File: config.mk
export PLATFORM = sky130hd
export DESIGN_NAME = medfilt_win_ctrl
export DESIGN_NICKNAME = d
export VERILOG_FILES = /design/src/rtl/medfilt_pkg.sv /design/src/rtl/medfilt_pos_cnt.sv /design/src/rtl/medfilt_win_ctrl.sv
export SDC_FILE = /design/constraint.sdc
export NUM_CORES = 1
export LEC_CHECK = 0
export BUFFER_PORTS_ARGS = -buffer_cell sky130_fd_sc_hd__buf_2
export CAP_MARGIN = 10
export CORE_ASPECT_RATIO = 1.25
export CORE_MARGIN = 1
export CORE_UTILIZATION = 49
export CTS_CLUSTER_DIAMETER = 40
export DETAILED_ROUTE_END_ITERATION = 6
export PLACE_DENSITY_LB_ADDON = 0.25
export SLEW_MARGIN = 20
export SYNTH_ARGS = -nofsm -noshare
export SYNTH_HDL_FRONTEND = slang
export SYNTH_SLANG_ARGS = --single-unit
export TNS_END_PERCENT = 1
File: constraint.sdc
create_clock -name clk -period 7.2 [get_ports clk]
set_input_delay 1.08 -clock clk [delete_from_list [all_inputs] [get_ports clk]]
set_output_delay 1.08 -clock clk [all_outputs]
set_load 0.03 [all_outputs]
File: src/rtl/medfilt_pkg.sv
// rtl/medfilt_pkg.sv - shared FSM states, border bit positions and width helper
package medfilt_pkg;

  typedef enum logic [1:0] {
    IDLE  = 2'd0,
    RUN   = 2'd1,
    FLUSH = 2'd2
  } state_t;

  // Bit positions inside win_border = {top, bottom, left, right}
  localparam int BRD_TOP    = 3;
  localparam int BRD_BOTTOM = 2;
  localparam int BRD_LEFT   = 1;
  localparam int BRD_RIGHT  = 0;

  function automatic int clog2(input int value);
    int r;
    r = 0;
    for (int i = 0; i < 31; i++) begin
      if ((longint'(1) << i) < longint'(value)) r = i + 1;
    end
    return (r < 1) ? 1 : r;
  endfunction

endpackage

File: src/rtl/medfilt_pos_cnt.sv
// rtl/medfilt_pos_cnt.sv - raster x/y position counter with enable, clear and load-zero
// load-zero treats the current cycle as position (0,0), so the counter then holds (1,0).
module medfilt_pos_cnt #(
  parameter int X_CNT = 640,
  parameter int Y_CNT = 512,
  parameter int XW    = 10,
  parameter int YW    = 9
) (
  input  logic          clk,
  input  logic          rst_n,
  input  logic          i_en,
  input  logic          i_clr,
  input  logic          i_load0,
  output logic [XW-1:0] o_x,
  output logic [YW-1:0] o_y
);

  logic [XW-1:0] r_x;
  logic [YW-1:0] r_y;
  logic          w_x_wrap;
  logic          w_y_wrap;

  assign w_x_wrap = (r_x == XW'(X_CNT - 1));
  assign w_y_wrap = (r_y == YW'(Y_CNT - 1));

  always_ff @(posedge clk) begin
    if (!rst_n || i_clr) begin
      r_x <= '0;
      r_y <= '0;
    end else if (i_load0) begin
      r_x <= XW'(1);
      r_y <= '0;
    end else if (i_en) begin
      if (w_x_wrap) begin
        r_x <= '0;
        r_y <= w_y_wrap ? '0 : r_y + YW'(1);
      end else begin
        r_x <= r_x + XW'(1);
      end
    end
  end

  assign o_x = r_x;
  assign o_y = r_y;

endmodule

File: src/rtl/medfilt_win_ctrl.sv
// rtl/medfilt_win_ctrl.sv - pixel stream to line-buffer/window control for a 3x3 median filter
// Pixels pass straight to the line buffers; IMG_W+1 zero beats flush the last line through.
module medfilt_win_ctrl
  import medfilt_pkg::*;
#(
  parameter int DATA_WIDTH = 8,
  parameter int IMG_W      = 640,
  parameter int IMG_H      = 512
) (
  input  logic                      clk,
  input  logic                      rst_n,
  input  logic                      s_valid,
  output logic                      s_ready,
  input  logic [DATA_WIDTH-1:0]     s_data,
  input  logic                      s_sof,
  input  logic                      s_eol,
  output logic                      lb_en,
  output logic [DATA_WIDTH-1:0]     lb_data,
  output logic                      win_valid,
  output logic [clog2(IMG_W)-1:0]   win_x,
  output logic [clog2(IMG_H)-1:0]   win_y,
  output logic [3:0]                win_border,
  output logic                      frame_done,
  output logic                      err_eol,
  output logic                      err_sof
);

  localparam int XW = clog2(IMG_W);
  localparam int YW = clog2(IMG_H);
  localparam int KW = clog2(IMG_W * IMG_H + IMG_W + 2);
  localparam int FW = clog2(IMG_W + 1);
  localparam logic [KW-1:0] K_FIRST = KW'(IMG_W + 1);
  localparam logic [FW-1:0] FL_LAST = FW'(IMG_W);

  state_t          r_state;
  state_t          w_state_nxt;
  logic [KW-1:0]   r_k;
  logic [KW-1:0]   w_k_cur;
  logic [FW-1:0]   r_fl;
  logic            w_start;
  logic            w_in_adv;
  logic            w_done;
  logic            w_eol_bad;
  logic            w_sof_bad;
  logic            w_fire;
  logic [XW-1:0]   w_in_x;
  logic [YW-1:0]   w_in_y;
  logic            w_in_xlast;
  logic            w_in_ylast;
  logic [XW-1:0]   w_c_x;
  logic [YW-1:0]   w_c_y;
  logic [3:0]      w_border;

  logic            r_win_valid;
  logic [XW-1:0]   r_win_x;
  logic [YW-1:0]   r_win_y;
  logic [3:0]      r_win_border;
  logic            r_frame_done;
  logic            r_err_eol;
  logic            r_err_sof;

  assign w_in_xlast = (w_in_x == XW'(IMG_W - 1));
  assign w_in_ylast = (w_in_y == YW'(IMG_H - 1));

  always_ff @(posedge clk) begin
    if (!rst_n) r_state <= IDLE;
    else        r_state <= w_state_nxt;
  end

  always_comb begin
    w_state_nxt = r_state;
    s_ready     = 1'b1;
    lb_en       = 1'b0;
    lb_data     = '0;
    w_start     = 1'b0;
    w_in_adv    = 1'b0;
    w_done      = 1'b0;
    w_eol_bad   = 1'b0;
    w_sof_bad   = 1'b0;
    case (r_state)
      IDLE: begin
        if (s_valid && s_sof) begin
          lb_en       = 1'b1;
          lb_data     = s_data;
          w_start     = 1'b1;
          w_state_nxt = RUN;
        end
      end
      RUN: begin
        if (s_valid) begin
          lb_en   = 1'b1;
          lb_data = s_data;
          if (s_sof) begin
            // Restart: this beat is pixel (0,0), never a line end since IMG_W >= 4
            w_start   = 1'b1;
            w_sof_bad = 1'b1;
            w_eol_bad = s_eol;
          end else begin
            w_in_adv  = 1'b1;
            w_eol_bad = s_eol ^ w_in_xlast;
            if (w_in_xlast && w_in_ylast) w_state_nxt = FLUSH;
          end
        end
      end
      FLUSH: begin
        s_ready = 1'b0;
        lb_en   = 1'b1;
        if (r_fl == FL_LAST) begin
          w_done      = 1'b1;
          w_state_nxt = IDLE;
        end
      end
      default: w_state_nxt = IDLE;
    endcase
    if (!rst_n) begin
      s_ready   = 1'b1;
      lb_en     = 1'b0;
      w_start   = 1'b0;
      w_in_adv  = 1'b0;
      w_done    = 1'b0;
      w_eol_bad = 1'b0;
      w_sof_bad = 1'b0;
    end
  end

  // k of the current lb_en beat; a frame-start beat is always k = 0
  assign w_k_cur = w_start ? '0 : r_k;
  assign w_fire  = lb_en && (w_k_cur >= K_FIRST);

  medfilt_pos_cnt #(
    .X_CNT (IMG_W),
    .Y_CNT (IMG_H),
    .XW    (XW),
    .YW    (YW)
  ) u_in_pos (
    .clk     (clk),
    .rst_n   (rst_n),
    .i_en    (w_in_adv),
    .i_clr   (w_done),
    .i_load0 (w_start),
    .o_x     (w_in_x),
    .o_y     (w_in_y)
  );

  medfilt_pos_cnt #(
    .X_CNT (IMG_W),
    .Y_CNT (IMG_H),
    .XW    (XW),
    .YW    (YW)
  ) u_win_pos (
    .clk     (clk),
    .rst_n   (rst_n),
    .i_en    (w_fire),
    .i_clr   (w_start),
    .i_load0 (1'b0),
    .o_x     (w_c_x),
    .o_y     (w_c_y)
  );

  always_comb begin
    w_border             = '0;
    w_border[BRD_TOP]    = (w_c_y == '0);
    w_border[BRD_BOTTOM] = (w_c_y == YW'(IMG_H - 1));
    w_border[BRD_LEFT]   = (w_c_x == '0);
    w_border[BRD_RIGHT]  = (w_c_x == XW'(IMG_W - 1));
  end

  always_ff @(posedge clk) begin
    if (!rst_n) begin
      r_k          <= '0;
      r_fl         <= '0;
      r_win_valid  <= 1'b0;
      r_win_x      <= '0;
      r_win_y      <= '0;
      r_win_border <= '0;
      r_frame_done <= 1'b0;
      r_err_eol    <= 1'b0;
      r_err_sof    <= 1'b0;
    end else begin
      if (lb_en) r_k <= w_k_cur + KW'(1);
      r_fl         <= (r_state == FLUSH) ? r_fl + FW'(1) : '0;
      r_win_valid  <= w_fire;
      r_win_x      <= w_fire ? w_c_x : '0;
      r_win_y      <= w_fire ? w_c_y : '0;
      r_win_border <= w_fire ? w_border : '0;
      r_frame_done <= w_done;
      r_err_eol    <= w_eol_bad;
      r_err_sof    <= w_sof_bad;
    end
  end

  assign win_valid  = r_win_valid;
  assign win_x      = r_win_x;
  assign win_y      = r_win_y;
  assign win_border = r_win_border;
  assign frame_done = r_frame_done;
  assign err_eol    = r_err_eol;
  assign err_sof    = r_err_sof;

endmodule

## Word level (Yosys, flattened, before mapping)

Index checks and enable logic that the tools add are counted.

- Register bits after elaboration: 96
- Input bits: 13
- Output and inout bits: 37
- Logic and storage cells: 87

- $add $sub $neg: 6
- Order comparisons: 1
- Equal/unequal tests: 12
- Muxes and demuxes: 34
- Bitwise logic cells: 1
- Reduce and logical (&&, ||, !) cells: 18

Operator list:

| cell | number |
|---|---|
| $add A10 B1 Y10 const B | 3 |
| $eq A10 B10 Y1 const B | 3 |
| $mux W10 | 2 |
| $add A19 B1 Y19 const B | 1 |
| $ge A19 B10 Y1 const B | 1 |
| $mux W19 | 1 |
| $add A9 B1 Y9 const B | 2 |
| $eq A9 B9 Y1 const B | 2 |
| $mux W1 | 18 |
| $mux W9 | 2 |
| $mux W8 | 2 |
| $pmux W8 S2 | 1 |
| $logic_not A10 Y1 | 1 |
| $mux W2 | 5 |
| $ne A2 B2 Y1 const B | 5 |
| $reduce_and A2 Y1 | 5 |
| $logic_not A9 Y1 | 1 |
| $pmux W2 S3 | 1 |
| $reduce_and A5 Y1 | 1 |
| $logic_and A1 B1 Y1 | 3 |
| $pmux W1 S3 | 1 |
| $reduce_and A3 Y1 | 1 |
| $eq A2 B1 Y1 const B | 1 |
| $eq A2 B2 Y1 const B | 1 |
| other kinds (7) | 8 |

## Longest topological paths before layout

Gate-level depths: netlist (run 1).

- Word-level depth: 8
- Gate-level depth with buffers: 12
- Gate-level depth less buffers: 9

## By module

A second synthesis (run 1) with hierarchy kept.

- Cells, all modules: 496
- Area, all modules: 4,409.2 µm²

By module, submodules not included:

| module | instances | cells an instance | area each (µm²) | seq. area each (µm²) |
|---|---|---|---|---|
| medfilt_win_ctrl | 1 | 282 | 2,494.9 | 1,161.1 |
| medfilt_pos_cnt | 2 | 107 | 957.2 | 380.4 |

## Worst setup path before layout (run 1)

Ideal clock, no wire load.

- Path type: input-to-reg
- Start: in rst_n
- End: reg r_win_border[2], in the netlist win_border[2]
- Library setup time: 0.115 ns
- Arrival: 3.055 ns
- Data required time: 7.085 ns
- Setup slack: 4.030 ns
- Stages on the path: 12
- Buffers on the path: 3
- Path through: buf_6 nand4b_2 clkbuf_1 and2_1 ha_1 nor4_1 nand2_1 and4_1 nor2_2 inv_2 clkbuf_1 and2_1

- Cells in the longest elaborated chain, start to end: 5
- Elaborated cells between the ends (all ways): 6
- Classes of those cells: 1 x order compare; 3 x mux; 2 x reduce/logical

RTL lines:

| what | line | RTL |
|---|---|---|
| start: declaration | medfilt_win_ctrl.sv:11 | `input logic rst_n,` |
| $mux W1 | medfilt_win_ctrl.sv:115 | `if (!rst_n) begin` |
| $mux W19 | medfilt_win_ctrl.sv:127 | `assign w_k_cur = w_start ? '0 : r_k;` |
| $ge A19 B10 Y1 | medfilt_win_ctrl.sv:128 | `assign w_fire = lb_en && (w_k_cur >= K_FIRST);` |
| $logic_and A1 B1 Y1 | medfilt_win_ctrl.sv:128 |  |
| $reduce_and A2 Y1 (no source line) (*) | - |  |
| end signal: assignment | medfilt_win_ctrl.sv:185 | `r_win_border <= w_fire ? w_border : '0;` |
| end: declaration | medfilt_win_ctrl.sv:57 | `logic [3:0] r_win_border;` |

Every way passes the cells marked *; elsewhere a longest branch is shown, timed or not.
A chain may end at the register's enable or synchronous reset.

## Worst setup path in the final report (run 1)

- Start: in rst_n
- End: reg u_win_pos.r_y[1], in the netlist u_win_pos.o_y[1]

- Cells in the longest elaborated chain, start to end: 5
- Elaborated cells between the ends (all ways): 8
- Classes of those cells: 1 x order compare; 3 x mux; 4 x reduce/logical

RTL lines:

| what | line | RTL |
|---|---|---|
| $mux W1 | medfilt_win_ctrl.sv:115 |  |
| $mux W19 | medfilt_win_ctrl.sv:127 |  |
| $ge A19 B10 Y1 | medfilt_win_ctrl.sv:128 |  |
| $logic_and A1 B1 Y1 | medfilt_win_ctrl.sv:128 |  |
| $reduce_and A2 Y1 (no source line) | - |  |
| end signal: assignment | medfilt_pos_cnt.sv:36 | `r_y <= w_y_wrap ? '0 : r_y + YW'(1);` |
| end: declaration | medfilt_pos_cnt.sv:19 | `logic [YW-1:0] r_y;` |

Several ways; a longest one is shown, not always the timed one.

==> results of run 1 <==
per-layer routing:
metal  global-route usage  wire (microns)  share of wire
met1                0.242            3910           0.44
met2                0.362            4470           0.51
met3               0.0273             302          0.034
met4               0.0820             129          0.015
met5                    0               0              0
final timing paths:
| check | to | slack, ps |
|---|---|---|
| setup / recovery | u_win_pos.o_y[1]$_SDFFE_PP0P_ | 3780 |
| hold reg to reg | u_in_pos.o_x[1]$_SDFFE_PP0P_ | 480 |
| setup reg to reg | u_win_pos.o_y[1]$_SDFFE_PP0P_ | 4370 |
| hold / removal | u_in_pos.o_x[1]$_SDFFE_PP0P_ | 480 |
state kept, by name, summed over array words and instances, names as in the netlist:
name           cells
err_eol            1
err_sof            1
frame_done         1
r_fl              10
r_k               19
r_state            2
u_in_pos.o_x      10
u_in_pos.o_y       9
u_win_pos.o_x     10
u_win_pos.o_y      9
win_border         4
win_valid          1
win_x             10
win_y              9
power breakdown:
| group | total [mW] | internal [mW] | switching (mW) |
|---|---|---|---|
| logic | 0.0373 | 0.0109 | 0.0263 |
| registers | 0.534 | 0.532 | 0.00210 |
| clock network | 0.311 | 0.125 | 0.185 |
| total | 0.882 | 0.669 | 0.214 |
cells in the final DEF (no fill, tap or decap), drive strengths merged, types with 2 or more instances in the layout:
master,Yosys,routed
o21ai,31,31
or2,2,2
and3,20,20
or4,2,2
nand3b,2,2
nand2,48,48
nand4,13,13
dfxtp,96,96
clkbuf,16,9
and4,8,8
o2111ai,2,2
and2,22,22
nor4b,2,2
a21boi,2,2
or4b,2,2
clkinv,0,6
nor2,55,55
a21o,3,3
nor4,11,11
o31ai,2,2
or3,8,8
mux2i,7,7
buf,7,50
nor3b,5,5
nand2b,2,2
ha,12,12
a21oi,24,24
nor2b,4,4
o211ai,7,7
nor3,15,15
inv,13,13
nand3,29,29
xnor2,17,17
xor2,14,14
per-stage QoR:
stage / setup slack [ps] / utilization
floorplan: 4030 / -
global placement: 3540 / 0.542
detailed placement: 3450 / 0.542
CTS: 3810 / 0.562
global route: 3480 / 0.562
finish: 3780 / 0.562
worst min-delay path, stage by stage (launching register included):
cell and delay [ps]:
dfxtp_1 330, nand2_1 50, a21oi_1 60
kinds of logic (layout without fill, tap and decap cells):
family	count (synthesis)	after routing
and+or+nand+nor	254	254
DFF	96	96
AOI/OAI and AO/OA	83	83
buffers and inverters	36	79
xor gates and xnor gates	31	31
adders and majority gates	12	12
muxes	7	7
area by class of cell:
type / count / share of cell area
Timing Repair Buffer: 50 / 0.0514
Tap cell: 120 / 0.0305
Sequential cell: 96 / 0.391
Clock inverter: 7 / 0.00992
Clock buffer: 9 / 0.0252
Inverter: 13 / 0.00992
Multi-Input combinational cell: 387 / 0.482
==> run metrics, run 1 <==
post-synthesis async set-or-reset flop share=0; Worst setup EP type=flip-flop; DPL Wire Length=around 6300 microns; most frequent cell after synthesis=dfxtp_1; net count reported at finish=582; hold depth=2; ys flop type=dfxtp_1; # placed instances=666; most used cell, CP=nand2_1; total CTS buffers=9; Slew headroom=0.430; Yosys top cell area share=0.430; Tmin final=3420 ps; critical-path cell list=buf_2 > nand4b_2 > nand2_1 > ha_1 > nor4_1 > nand2_1 > nand4_1 > a21boi_1 > mux2i_1; final number of setup-violating endpoints=0; Min-Delay Startpoint=u_in_pos.o_x[1]$_SDFFE_PP0P_; placed cell area=4740 sq um; CP Data Required Time=7480 ps; Least-Margin Pin Slew=855 ps; Commonest cells post-synth=96 x dfxtp_1, 54 x nor2_1, 48 x nand2_1; Hold Crit Class=reg -> reg; Synth Register Bits=between 90 and 100; Finished Layout Cells=682; Vias/cell=5.52; Synth Area in Compound Gates=0.115; root buf cell=clkbuf_8; Final period util=0.475; Final Hold Viols=0; # fillers=approximately 840; Adder-Cell Fraction of Synth Area=0.0336; fmax=293 MHz; Multi-input gate area=2370 sq um; vias in the first global route=3,563; initial antenna violation count=0; largest net degree at the start of global routing=24; total gr overflow=0; 1st-pass router iterations=5; CP Launch Point=rst_n; Post-Syn Nets=544; critical path peak fanout=18; CTS H-tree depth=3; Pleak=1.87 nW; share of cells above drive strength 1=0.133; pwr/cell area=179 nW/um^2; status=finished clean; post-synth top area cell=dfxtp_1; GPL Wtd Cong=0.784; Final Cell Area=4920 sq um; Die X-Extent=87.4 microns; Startpoint Class=input pin; routed wire length=8820 microns; Avg Cell Area, Syn=8.61 sq um; Overall Global Routing Usage=0.202; Die ar.=9510 sq um; CTS tree=done; synth top area cells=dfxtp_1 43%, nor2_1 4.5%, nand2_1 4.0%; Worst Path Arrival=approximately 3700 ps; synth warn=0; DRC viols=0; post-synthesis instance area=4470 sq um; RSZ-0062 raised after global routing=false; via count=3,765; VDD IR-drop max=between 0.1 and 0.15 mV; Setup TNS Final=0 ps; Diodes inserted=0; Synth cell types=between 50 and 60; number of port buffers=49; num rows=38; Initial DRC Count=165; Synth Area in Simple Gates=0.305; mux contribution to synthesized area=0.0157; number of synthesized flops with an enable pin=0; Post-Synth XOR/XNOR Area=0.0608; # Post-CTS Setup Buffers=0; die height=109 microns; Max Slew Vio Count=0; Area Growth Syn to Fin=10.0%; Max Cap Violations=0; Routed wire per std cell=12.9 microns; combinational family with the most area after synthesis=simple AND/OR/NAND/NOR gates; worst-case reg-to-reg path depth=8; post-layout total power=882 uW; CP max stage delay=610 ps; clock buffer depth=2; register area share after synthesis=0.430; Starting Density=0.511; critical path's slowest cell=nand4_1; Routed Antenna Nets=0; clock skew=11.0 ps; Top delay family on crit path=simple AND/OR/NAND/NOR gates; cts repair resizes=0; total I/O pin count=50; clock-pin slew on the worst setup and hold paths=about 90 ps; first-pass GRT wire length=15,600 microns; Syn Inst Count=519; CORE AREA=around 8700 sq um; final hold slack=480 ps; Num Clock Sinks=96; Critical Path Stages=9; clk_lat worst skew=360 ps; register area=about 1900 sq um; Hold-fix buffers, CTS=0; CP bufs+invs=1; Critical R2R Launch=r_state[1]$_SDFFE_PN0P_; Setup CP Type=in -> reg
(Power assumes the default switching activity.)
==> run 2: changes to the inputs <==
Settings changed: ABC_AREA set to 1.
Clock period 7.2 ns to 2.9 ns, I/O delays scaled along.
==> run 2 against run 1 <==
Net effect: clock power grew to 3.9 times the previous value; sequential power is 150% higher; sequential share of layout area fell by 3.4 points; sequential cell count unchanged; hold slack worse by 140 ps; wire length increased by 14%; design area up 9.5%; setup slack worse by 3200 ps; non-clock buffer count is 8 higher; critical path depth down 3; die area rose by 4.7%.
==> run metrics, run 2 <==
Comb pwr share=0.052 (was 0.042); Least-Margin Pin Slew=401 ps (was 855 ps); post-layout total power=2.69 mW (was 882 uW); Critical R2R Launch=r_state[1]$_SDFFE_PN0P_ (unchanged); Worst Path Arrival=1840 ps (was 3700 ps); Vias/cell=5.18 (was 5.52); Reg with most FFs=r_k (unchanged); synth warn=0 (unchanged); post-synthesis instance area=4680 sq um (was 4470 sq um); Synth cell types=36 (was 58); clock-pin slew on the worst setup and hold paths=70 ps (was 90 ps); Pleak=2.22 nW (was 1.87 nW); Startpoint Class=flip-flop (was input pin); Switch Pwr=622 uW (was 214 uW); Setup CP Type=reg -> out (was in -> reg); GPL Wtd Cong=0.914 (was 0.784); Setup TNS Final=0 ps (unchanged); number of port buffers=49 (unchanged); ys flop type=dfxtp_1 (unchanged); Area Growth Syn to Fin=15.0% (was 10.0%); CP Launch Point=r_state[0]$_SDFFE_PN0P_ (was rst_n); die height=111 microns (was 109 microns); clock power share=0.454 (was 0.352); worst-case reg-to-reg path depth=13 (was 8); CP Data Required Time=2470 ps (was 7480 ps); # Post-CTS Setup Buffers=0 (unchanged); max FFs per register=19 (unchanged); critical path peak fanout=18 (unchanged); switching share of power=0.231 (was 0.242); number of synthesized flops with an enable pin=0 (unchanged); # fillers=874 (was 837); via count=4,381 (was 3,765); most frequent cell after synthesis=nand2_1 (was dfxtp_1); Max Slew Vio Count=0 (unchanged); Slew headroom=0.730 (was 0.430); status=finished clean (unchanged); initial antenna violation count=0 (unchanged); pwr/cell area=500 nW/um^2 (was 179 nW/um^2); VDD IR-drop max=0.280 mV (was 0.127 mV); CORE AREA=9220 sq um (was 8750 sq um); RSZ-0062 raised after global routing=false (unchanged); 1st-pass router iterations=4 (was 5); commonest non-fill, non-tap cell in the layout=nand2_1 (was dfxtp_1); Avg Cell Area, Syn=7.06 sq um (was 8.61 sq um); CTS tree=done (unchanged); root buf cell=clkbuf_16 (was clkbuf_8); register area share after synthesis=0.410 (was 0.430); Routed wire per std cell=11.8 microns (was 12.9 microns); Hold Crit Class=in -> reg (was reg -> reg); final hold slack=341 ps (was 480 ps); Num Clock Sinks=96 (unchanged); Syn Inst Count=663 (was 519); clock skew=6.06 ps (was 11.0 ps); Tmin final=2280 ps; DPL Wire Length=7450 microns (was 6250 microns); Critical R2R Capture=u_win_pos.o_x[9]$_SDFFE_PP0P_ (was u_win_pos.o_y[1]$_SDFFE_PP0P_); Die X-Extent=89.4 microns (was 87.4 microns); Max Cap Violations=0 (unchanged); Worst R2R Setup Slack=680 ps (was 4370 ps); post-synthesis async set-or-reset flop share=0 (unchanged); Starting Density=0.508 (was 0.511); Post-Syn Nets=688 (was 544); Die ar.=9960 sq um (was 9510 sq um); first-pass GRT wire length=17,000 microns (was 15,600 microns); largest net degree at the start of global routing=36 (was 24); total gr overflow=0 (unchanged); share of cells above drive strength 1=0.134 (was 0.133); CTS H-tree depth=3 (unchanged); total CTS buffers=9 (unchanged); Routed Antenna Nets=0 (unchanged); num rows=39 (was 38); Overall Global Routing Usage=0.217 (was 0.202); vias in the first global route=4,072 (was 3,563); Final Hold Viols=0 (unchanged); post-synth top area cell=dfxtp_1 (unchanged); synth top area cells=dfxtp_1 41%, nand2_1 9.7%, inv_1 7.5% (was dfxtp_1 43%, nor2_1 4.5%, nand2_1 4.0%); final number of setup-violating endpoints=0 (unchanged); Commonest cells post-synth=121 x nand2_1, 96 x dfxtp_1, 93 x inv_1 (was 96 x dfxtp_1, 54 x nor2_1, 48 x nand2_1); DRC viols=0 (unchanged); cts repair resizes=0 (unchanged); Power Internal=2.07 mW (was 669 uW); Final period util=0.786; Initial DRC Count=202 (was 165); clk_lat worst skew=350 ps (was 360 ps); fmax=~440 MHz; clock buffer depth=2 (unchanged); routed wire length=10,000 microns (was 8820 microns); Worst setup EP type=primary output (was flip-flop); sequential share of power=0.494 (was 0.605); Yosys top cell area share=0.410 (was 0.430); Diodes inserted=0 (unchanged); end point of the critical path=lb_en (was u_win_pos.o_y[1]$_SDFFE_PP0P_); Hold-fix buffers, CTS=0 (unchanged); Synth Register Bits=96 (unchanged); total I/O pin count=50 (unchanged); net count reported at finish=743 (was 582); most frequent cells in the layout=121 x nand2_1, 96 x dfxtp_1, 93 x inv_1 (was 96 x dfxtp_1, 54 x nor2_1, 49 x buf_2)
## run 2: cell count changes in the layout (fill, tap and decap cells not counted), moves of 17 or more
| cell | delta |
|---|---|
| inv_1 | +81 |
| nand2_1 | +73 |
| nor2_1 | +33 |
| a21oi_1 | +31 |
| and2_1 | -21 |
| and3_1 | -20 |
| nand4_1 | +17 |
## run 2: critical path, stage by stage, from the launching register on
cell	delay, ps
dfxtp_1	330
inv_1	80
nand2_1	90
nand3_2	190
o21ai_4	280
buf_4	280
buf_2	240
## run 2: cell type report
cell class | instances | area (sq um) | share of cell area
clock buffers | 10 | 239 | 0.0444
clock inverters | 6 | 75.1 | 0.0139
inverters | 96 | 360 | 0.0669
multi-input cells | 457 | 2320 | 0.431
flip-flops and latches | 96 | 1920 | 0.357
well taps | 123 | 154 | 0.0286
repair buffers | 58 | 313 | 0.0581
## run 2: through the flow
stage           util  cell area, sq um  instances  setup slack (ps)
6_report       0.584              5380        846               621
5_1_grt        0.584              5380        846               443
4_1_cts        0.584              5380        846               614
3_5_place_dp   0.550              5070        830               492
3_3_place_gp   0.550              5070        830               585
2_1_floorplan      -              4680        663               642
## run 2: logic make-up after synthesis
family                     share of synthesized area
xor gates and xnor gates                      0.0243
buffers and inverters                         0.0940
DFF                                            0.410
adders and majority gates                     0.0321
AOI/OAI and AO/OA                              0.105
and+or+nand+nor                                0.334
## run 2: layer usage
metal	global-route usage	part of all wire	vias up
met1	0.262	0.45	2005
li1	-	-	2278
met2	0.366	0.50	83
met4	0.0984	0.020	0
met3	0.0402	0.033	15
met5	0	0	-
## run 2: how the worst min path moves through the flow
| stage | to | start | slack [ps] | cells past startpoint |
|---|---|---|---|---|
| floorplan | r_fl[0]$_SDFF_PN0_ | r_fl[0]$_SDFF_PN0_ | 420 | 1 |
| global placement | r_fl[0]$_SDFF_PN0_ | r_fl[0]$_SDFF_PN0_ | 430 | 1 |
| detailed placement | r_fl[0]$_SDFF_PN0_ | r_fl[0]$_SDFF_PN0_ | 440 | 1 |
| CTS | err_eol$_SDFF_PN0_ | s_eol | 330 | 3 |
| global route | err_eol$_SDFF_PN0_ | s_eol | 350 | 3 |
| finish | err_eol$_SDFF_PN0_ | s_eol | 340 | 3 |
## run 2: power groups by stage
stage,clock network [mW],logic [mW],registers (mW)
after floorplan,0,0.0933,1.36
after global placement,0,0.136,1.36
after detailed placement,0,0.139,1.36
after CTS,1.25,0.140,1.33
after global routing,1.29,0.155,1.33
final,1.22,0.140,1.33
==> run 3: changes to the inputs <==
Settings changed: ABC_AREA 1 to 0.
Clock period 2.9 ns to 2 ns, I/O delays scaled along.
==> run 3 against run 2 <==
Net effect: sequential cell count is the same; sequential power grew 44%; register-to-register slack worse by 670 ps; critical endpoint is now r_k[12]$_SDFFE_PN0P_; highest routed layer unchanged; sequential share of layout area down 1.3 points; count of clock-buffer cells in the layout unchanged; setup slack lost 610 ps; total power rose by 32%; clock skew increased by 7.2 ps; hold slack got worse by 44 ps; global-route usage grew 0.93 points; clock power is 19% higher.
==> run metrics, run 3 (same netlist as run 1, synthesis figures left out) <==
die height=109 microns (was 111 microns); clk_lat worst skew=370 ps (was 350 ps); net count reported at finish=644 (was 743); Hold-fix buffers, CTS=0 (unchanged); max FFs per register=19 (unchanged); total gr overflow=0 (unchanged); root buf cell=clkbuf_8 (was clkbuf_16); placed cell area=5230 sq um (was 5070 sq um); initial antenna violation count=0 (unchanged); CORE AREA=8750 sq um (was 9220 sq um); final number of setup-violating endpoints=0 (unchanged); total I/O pin count=50 (unchanged); fmax=503 MHz; DPL Wire Length=7320 microns (was 7450 microns); top sig layer=met4 (unchanged); Initial DRC Count=132 (was 202); Area Growth Syn to Fin=25.1% (was 15.0%); commonest non-fill, non-tap cell in the layout=dfxtp_1 (was nand2_1); # fillers=756 (was 874); VDD IR-drop max=0.411 mV (was 0.280 mV); status=finished clean (unchanged); Setup CP Type=reg -> reg (was reg -> out); post-route setup slack=10.5 ps (was 621 ps); Die X-Extent=87.4 microns (was 89.4 microns); Top delay family on crit path=simple AND/OR/NAND/NOR gates (was buffers and inverters); Reg with most FFs=r_k (unchanged); Hold Crit Class=in -> reg (unchanged); Final Cell Area=5590 sq um (was 5380 sq um); final hold slack=297 ps (was 341 ps); Routed wire per std cell=13.5 microns (was 11.8 microns); critical path peak fanout=5 (was 18); most frequent cells in the layout=95 x dfxtp_1, 61 x buf_4, 52 x nor2_1 (was 121 x nand2_1, 96 x dfxtp_1, 93 x inv_1); Num Clock Sinks=96 (unchanged); DRC viols=0 (unchanged); Max Slew Vio Count=0 (unchanged); Worst Path Arrival=2310 ps (was 1840 ps); critical-path cell list=nand4b_4 > and2_4 > ha_4 > or4b_4 > buf_6 > or3_1 > a21oi_2 (was inv_1 > nand2_1 > nand3_2 > o21ai_4 > buf_4 > buf_2); Least-Margin Pin Slew=428 ps (was 401 ps); Final Hold Viols=0 (unchanged); Max Cap Violations=0 (unchanged); Final period util=0.995; CTS H-tree depth=3 (unchanged); Diodes inserted=0 (unchanged); # placed instances=724 (was 830); Worst R2R Setup Slack=10 ps (was 680 ps); clock-pin slew on the worst setup and hold paths=90 ps (was 70 ps); CP Data Required Time=2320 ps (was 2470 ps); Pleak=2.22 nW (about the same); clock skew=13.3 ps (was 6.06 ps); share of cells above drive strength 1=0.256 (was 0.134); pwr/cell area=637 nW/um^2 (was 500 nW/um^2); Startpoint Class=flip-flop (unchanged); routed wl met2=5270 microns (was 5010 microns); RSZ-0062 raised after global routing=true (was false); Die ar.=9510 sq um (was 9960 sq um); CP max stage delay=490 ps (was 330 ps); Routed Antenna Nets=0 (unchanged); Worst setup EP type=flip-flop (was primary output); WL met3=361 microns (was 330 microns); number of port buffers=49 (unchanged); M1 WL=4160 microns (was 4480 microns); GPL Wtd Cong=0.877 (was 0.914); Vias/cell=5.45 (was 5.18); CTS tree=done (unchanged); largest net degree at the start of global routing=23 (was 36); critical path's slowest cell=or4b_4 (was dfxtp_1); Slew headroom=0.714 (was 0.730); CP bufs+invs=1 (was 3); Setup TNS Final=0 ps (unchanged); Starting Density=0.511 (was 0.508); via count=4,045 (was 4,381); 1st-pass router iterations=4 (unchanged); setup slack at placement=-90.0 ps (was 492 ps); num rows=38 (was 39); vias in the first global route=3,855 (was 4,072); Finished Layout Cells=742 (was 846); routed wire length=10,000 microns (about the same); total CTS buffers=9 (unchanged); Tmin final=1990 ps; Overall Global Routing Usage=0.226 (was 0.217); first-pass GRT wire length=16,900 microns (was 17,000 microns); clock buffer depth=2 (unchanged)
## run 3: cell types whose count changed in the layout (fill, tap and decap cells not counted), sizes merged, moves of 8 or more
cell / delta
a21oi: -30
and2: +22
and3: +20
and4: +8
buf: +54
inv: -85
nand2: -75
nand3: -17
nand4: -18
nor2: -39
nor3: -10
or3: +8
xnor2: +15
## run 3: final timing paths
kind | start | endpoint | cells past startpoint
worst max-delay path | r_state[1]$_SDFFE_PN0P_ | r_k[12]$_SDFFE_PN0P_ | 7
worst min-delay path | s_eol | err_eol$_SDFF_PN0_ | 3
worst max register to register | r_state[1]$_SDFFE_PN0P_ | r_k[12]$_SDFFE_PN0P_ | 7
worst min register to register | r_fl[0]$_SDFF_PN0_ | r_fl[0]$_SDFF_PN0_ | 1
## run 3: metrics by stage
step,utilization,power (mW)
floorplan,-,2.08
global placement,0.598,2.14
detailed placement,0.598,2.15
CTS,0.627,3.59
global route,0.639,3.70
finish,0.639,3.56
## run 3: area by class of cell
cell class	count	area, sq um	share of cell area
Clock inverter	4	95.1	0.0170
Clock buffer	10	128	0.0228
Timing Repair Buffer	112	732	0.131
Sequential cell	96	1930	0.344
Tap cell	120	150	0.0268
Multi-Input combinational cell	387	2510	0.449
Inverter	13	51.3	0.00917
## run 3: power by group
group / total [mW] / internal [mW] / switching (mW) / leakage [nW]
Combinational: 0.187 / 0.0739 / 0.113 / 1.33
Clock: 1.45 / 0.815 / 0.639 / 0.112
Sequential: 1.92 / 1.91 / 0.00497 / 0.774
Total: 3.56 / 2.80 / 0.757 / 2.22
## run 3: what timing repair did
item / CTS / global route
resized for setup: 8 / 21
setup endpoints to repair: 35 / 54
endpoints found under the hold margin: 0 / 0
setup buffers: 1 / 3
pin swaps: 3 / 4
## run 3: routing by layer
metal / GRT usage / vias to the layer above
li1: - / 2029
met1: 0.252 / 1882
met2: 0.413 / 116
met3: 0.0288 / 18
met4: 0.122 / 0
met5: 0 / -
## run 3: worst reg2reg max path, cell delays in order, from the launching register on
cell,delay [ps]
dfxtp_4,370
nand4b_4,160
and2_4,180
ha_4,130
or4b_4,490
buf_6,150
or3_1,350
a21oi_2,110
